==> src/rtl/post_state_mac.sv <==
// Posterior state update x_post = x_prior + K*(z_meas - z_hat), one shared serial MAC; done NX*NZ+1 cycles after accept.
// No backpressure: start is taken only in IDLE, and start while busy is dropped without queueing.
module post_state_mac #(
  parameter int N    = 16,
  parameter int FRAC = 8,
  parameter int NX   = 2,
  parameter int NZ   = 2,
  parameter int SAT  = 1,
  parameter int RND  = 0
) (
  input  logic               clk,
  input  logic               rst_n,
  input  logic               start,
  input  logic [NX*N-1:0]    x_prior,
  input  logic [NZ*N-1:0]    z_meas,
  input  logic [NZ*N-1:0]    z_hat,
  input  logic [NX*NZ*N-1:0] k_gain,
  output logic               busy,
  output logic               done,
  output logic               ovf,
  output logic [NX*N-1:0]    X_post
);

  localparam int AW = 2*N + 2 + $clog2(NZ+1);
  localparam int IW = (NX > 1) ? $clog2(NX) : 1;
  localparam int JW = (NZ > 1) ? $clog2(NZ) : 1;
  localparam logic [IW-1:0] I_LAST = IW'(NX-1);
  localparam logic [JW-1:0] J_LAST = JW'(NZ-1);
  localparam logic [AW-1:0] RND_ADD = (RND != 0) ? (AW'(1) << (FRAC-1)) : '0;
  localparam logic [N-1:0]  MAX_V = {1'b0, {(N-1){1'b1}}};
  localparam logic [N-1:0]  MIN_V = {1'b1, {(N-1){1'b0}}};

  typedef enum logic [1:0] {S_IDLE, S_MAC, S_DONE} state_t;

  state_t                state, state_nxt;
  logic [NX*N-1:0]       xp_r;
  logic [NX*NZ*N-1:0]    k_r;
  logic [NZ*(N+1)-1:0]   e_r;
  logic [NX*N-1:0]       res_buf;
  logic [AW-1:0]         acc;
  logic [IW-1:0]         i_r;
  logic [JW-1:0]         j_r;
  logic                  ovf_acc;

  logic signed [N-1:0]   k_sel;
  logic signed [N:0]     e_sel;
  logic signed [2*N:0]   prod;
  logic [AW-1:0]         acc_nxt;
  logic signed [AW-1:0]  rsum;
  logic signed [AW-1:0]  v;
  logic                  fits;
  logic [N-1:0]          res;
  logic [NX*N-1:0]       fin_vec;
  logic                  row_end;
  logic                  last_row;

  function automatic logic [AW-1:0] ext_x(input logic [N-1:0] x);
    return {{(AW-N){x[N-1]}}, x} << FRAC;
  endfunction

  assign row_end  = (j_r == J_LAST);
  assign last_row = (i_r == I_LAST);

  always_ff @(posedge clk or negedge rst_n) begin
    if (!rst_n) state <= S_IDLE;
    else        state <= state_nxt;
  end

  always_comb begin
    state_nxt = state;
    case (state)
      S_IDLE:  if (start) state_nxt = S_MAC;
      S_MAC:   if (row_end && last_row) state_nxt = S_DONE;
      S_DONE:  state_nxt = S_IDLE;
      default: state_nxt = S_IDLE;
    endcase
  end

  always_comb begin
    busy = (state != S_IDLE);
    done = (state == S_DONE);
  end

  // Product and accumulator are wide enough to be exact; only the final row value can clip.
  always_comb begin
    k_sel   = k_r[(int'(i_r)*NZ + int'(j_r))*N +: N];
    e_sel   = e_r[int'(j_r)*(N+1) +: N+1];
    prod    = (2*N+1)'(k_sel) * (2*N+1)'(e_sel);
    acc_nxt = acc + {{(AW-2*N-1){prod[2*N]}}, prod};
    rsum    = acc_nxt + RND_ADD;
    v       = rsum >>> FRAC;
    fits    = (v[AW-1:N-1] == {(AW-N+1){v[N-1]}});
    if (fits)          res = v[N-1:0];
    else if (SAT != 0) res = v[AW-1] ? MIN_V : MAX_V;
    else               res = v[N-1:0];
    fin_vec = res_buf;
    fin_vec[int'(i_r)*N +: N] = res;
  end

  always_ff @(posedge clk or negedge rst_n) begin
    if (!rst_n) begin
      xp_r    <= '0;
      k_r     <= '0;
      e_r     <= '0;
      res_buf <= '0;
      acc     <= '0;
      i_r     <= '0;
      j_r     <= '0;
      ovf_acc <= 1'b0;
      ovf     <= 1'b0;
      X_post  <= '0;
    end else begin
      case (state)
        S_IDLE: begin
          if (start) begin
            xp_r <= x_prior;
            k_r  <= k_gain;
            for (int j = 0; j < NZ; j++) begin
              e_r[j*(N+1) +: N+1] <= {z_meas[j*N+N-1], z_meas[j*N +: N]}
                                   - {z_hat[j*N+N-1], z_hat[j*N +: N]};
            end
            acc     <= ext_x(x_prior[N-1:0]);
            i_r     <= '0;
            j_r     <= '0;
            ovf_acc <= 1'b0;
          end
        end
        S_MAC: begin
          if (row_end) begin
            res_buf <= fin_vec;
            ovf_acc <= ovf_acc | ~fits;
            j_r     <= '0;
            if (last_row) begin
              // Publish on the edge into DONE so X_post/ovf are valid alongside done.
              X_post <= fin_vec;
              ovf    <= ovf_acc | ~fits;
              acc    <= acc_nxt;
            end else begin
              i_r <= i_r + IW'(1);
              acc <= ext_x(xp_r[(int'(i_r)+1)*N +: N]);
            end
          end else begin
            j_r <= j_r + JW'(1);
            acc <= acc_nxt;
          end
        end
        default: ;
      endcase
    end
  end

endmodule

==> config.mk <==
export PLATFORM = sky130hd
export DESIGN_NAME = post_state_mac
export DESIGN_NICKNAME = d
export VERILOG_FILES = /design/src/rtl/post_state_mac.sv
export SDC_FILE = /design/constraint.sdc
export NUM_CORES = 1
export LEC_CHECK = 0
export BUFFER_PORTS_ARGS = -buffer_cell sky130_fd_sc_hd__buf_2
export CAP_MARGIN = 10
export CORE_UTILIZATION = 40
export CTS_CLUSTER_DIAMETER = 60
export DETAILED_ROUTE_END_ITERATION = 7
export PLACE_DENSITY_LB_ADDON = 0.1
export SLEW_MARGIN = 40
export SYNTH_ARGS = -nofsm -noshare
export SYNTH_HDL_FRONTEND = slang
export SYNTH_SLANG_ARGS = --single-unit
export TNS_END_PERCENT = 50
==> constraint.sdc <==
create_clock -name clk -period 10.61 [get_ports clk]
set_input_delay 2.122 -clock clk [delete_from_list [all_inputs] [get_ports clk]]
set_output_delay 2.122 -clock clk [all_outputs]
set_load 0.005 [all_outputs]
==> qor.yml <==
rsz0062_at_grt: "false"
ys.flop_type: "dfrtp_1"
synthAdderAreaFrac_pct: 33.6
tightest_slew_ns: 0.845
cts_buffers: 28
setup_ws_ns: 0.391
clk_latency_ns: 0.57
maxCapViolCount: 0
track_usage_pct: 23.4
grt_pass1_wl_microns: 104000
ctsHtreeMaxLevel: 1
finClkSkew_ns: 0.0262
ys_seq_area_share_pct: 22.9
yosys_register_bits: 204
wl_per_cell_microns: 18.0
dr.pass1.iters: 6
area_growth_pct: 15.1
core_sq_mm: 0.0551
finalSetupViolCount: 0
timing.setup.critical_path_class: "reg -> reg"
arrival_ns: 10.68
run_status: "complete, no violations"
rrSetupSlack_ns: 0.39
cp-end-kind: "flop"
finalHoldWorstSlack_ns: 0.469
holdBufCountCts: 0
die_h_microns: 238
grt_pass1_vias: 18700
grt_max_degree: 97
ys_warn_count: 0
syn_area_per_cell_sq_um: 8.56
finalHoldViolCount: 0
synth_top_family_by_area: "adder cells"
synthXorXnorAreaFrac_pct: 3.25
cts_buffer_depth: 3
max_freq_ghz: 0.0979
io_pins: 198
cts.sink_count: 204
num_rows: 86
wirelength_microns: 64600
die_area_sq_mm: 0.0567
period_needed_ns: 10.22
synth_nets: 3199
nNetsFinal: 3424
antenna_found_initial: 0
ant_nets: 0
post-place-ws_ns: 0.331
io_buffers: 197
synth_compound_area_share_pct: 11.0
cp-start-kind: "flop"
drive_gt1_share_pct: 14.0
via_per_inst: 5.10
crit_path_top_delay_cell: "mux4_2"
synth_edf_count: 0
maxSlewHeadroom_pct: 43.3
critPathMaxStageDelay_ns: 0.77
clk_pin_slew_ns: 0.06
vias: 18400
worstHoldPathType: "reg -> reg"
syn_inst: 2604
synthSimpleGateAreaFrac_pct: 18.0
critPathMostFrequentCell: "fa_1"
ys_types: 75
worstPathRequired_ns: 11.07
start_util_pct: 40.5
first_iter_violations: 1132
clock-root-buffer: "clkbuf_16"
overflow: 0
synth.area.mux_share_pct: 3.08
routabilityCongestion: 0.964
crit_fanout: 17
synthArstFlopShare_pct: 100
cts_tree: "built"
die_w_microns: 238
fin_crit_sh_pct: 96.3
dp_hpwl_microns: 52500
insertedDiodeCount: 0
drc: 0
slew_viol_final: 0
finalSetupTns_ns: 0
synthesis.area_sq_mm: 0.0223
-- cell type report --
class,count,area (sq um)
clock buffer,38,768
clock inverter,13,114
fill,5609,29400
inverter,387,1460
multi-input combinational,1919,15500
sequential,204,5110
tap,748,936
timing repair buffer,289,1800
-- Yosys cell counts, drive strengths merged (3+ instances only) --
cell / instances / area (sq um)
nor2b: 20 / 125
xor2: 27 / 236
o22ai: 6 / 37.5
o22a: 11 / 96.3
mux2: 25 / 282
o21bai: 7 / 52.6
a21oi: 80 / 404
dfrtp: 204 / 5100
nand2b: 35 / 226
ha: 153 / 1910
nor3b: 4 / 30.0
o31ai: 14 / 105
and3: 19 / 119
or2: 5 / 31.3
o21a: 30 / 225
and2: 24 / 150
clkbuf: 82 / 308
mux2i: 27 / 270
nand4: 7 / 43.8
a221o: 4 / 40.0
nor3: 12 / 60.1
a21boi: 8 / 60.1
or3: 5 / 31.3
nand3: 18 / 90.1
a22o: 3 / 26.3
buf: 12 / 52.6
a21o: 23 / 173
xnor2: 53 / 464
o21ai: 135 / 676
o2111ai: 5 / 43.8
a31oi: 17 / 106
mux4: 6 / 135
nor2: 213 / 800
nand2: 583 / 2190
nor4: 3 / 18.8
o41ai: 3 / 26.3
fa: 279 / 5590
inv: 386 / 1450
a211oi: 12 / 95.1
o31a: 3 / 26.3
o211ai: 5 / 42.5
-- sequential cells by signal, indices dropped and copies added, names as in the netlist --
register and cells:
X_post 32, acc 36, e_r 34, i_r 1, j_r 1, k_r 64
ovf 1, ovf_acc 1, res_buf 16, state 2, xp_r 16
-- path summary, 6_finish.rpt --
| check | depth (start not counted) | end | startpoint |
|---|---|---|---|
| max in group asynchronous | 3 | e_r[19] | rst_n |
| worst min-delay path | 2 | k_r[47] | k_r[47] |
| worst min register to register | 2 | k_r[47] | k_r[47] |
| worst max register to register | 32 | X_post[16] | j_r |
| min in group asynchronous | 1 | X_post[2] | rst_n |
| worst max-delay path | 32 | X_post[16] | j_r |
-- repair_timing --
action / CTS / global route
buffers inserted: 0 / 4
setup endpoints to repair: 0 / 32
resized for setup: 0 / 17
-- per-stage QoR --
| stage | std cells | utilization [%] | area [sq um] |
|---|---|---|---|
| 2_1_floorplan | 2604 | - | 22300 |
| 3_3_place_gp | 3541 | 44.6 | 24600 |
| 3_5_place_dp | 3541 | 44.7 | 24600 |
| 4_1_cts | 3592 | 46.3 | 25500 |
| 5_1_grt | 3598 | 46.6 | 25700 |
| 6_report | 3598 | 46.6 | 25700 |
-- worst max-delay path, delay by kind of cell (launching register included) --
kind | cells | cell delay (ns)
adder cells (fa/ha/maj) | 8 | 3.85
AO/OA/AOI/OAI | 7 | 2.05
multiplexers | 1 | 0.77
AND/OR/NAND/NOR | 10 | 2.30
flip-flops | 1 | 0.45
XOR/XNOR | 1 | 0.27
buffers and inverters | 5 | 0.40
-- cells by family (layout without fill, tap and decap cells) --
group | Yosys count | count (layout)
AO/OA/AOI/OAI | 389 | 389
flip-flops | 204 | 204
XOR/XNOR | 81 | 81
multiplexers | 58 | 58
adder cells (fa/ha/maj) | 432 | 432
AND/OR/NAND/NOR | 959 | 959
buffers and inverters | 481 | 727
-- layer usage --
metal	up-vias	track usage (%)	share of wire, %	wire length (microns)
li1	8690	-	-	-
met1	9166	34.5	47	30100
met2	442	36.4	45	29300
met3	62	4.01	6.5	4210
met4	0	3.94	1.5	965
met5	-	0	0	0
-- cell usage in the layout, fill, tap and decap left out, types with 12 or more instances in the layout --
cell type / count
o31ai_1: 14
nor2_1: 211
o21ai_1: 43
nand2_1: 581
a21oi_1: 77
mux2_2: 25
ha_1: 152
o21a_1: 29
xnor2_1: 50
clkbuf_16: 29
fa_1: 279
buf_2: 196
a31oi_1: 17
nor2b_1: 20
buf_4: 81
dfrtp_1: 202
nand2b_1: 34
inv_1: 385
nor3_1: 12
and2_1: 23
a21o_1: 23
and3_1: 19
mux2i_1: 25
xor2_1: 26
o21ai_0: 91
nand3_1: 18
Power is not shown: default switching activity piles up to over one toggle a cycle in this logic, so the estimate is an artifact.
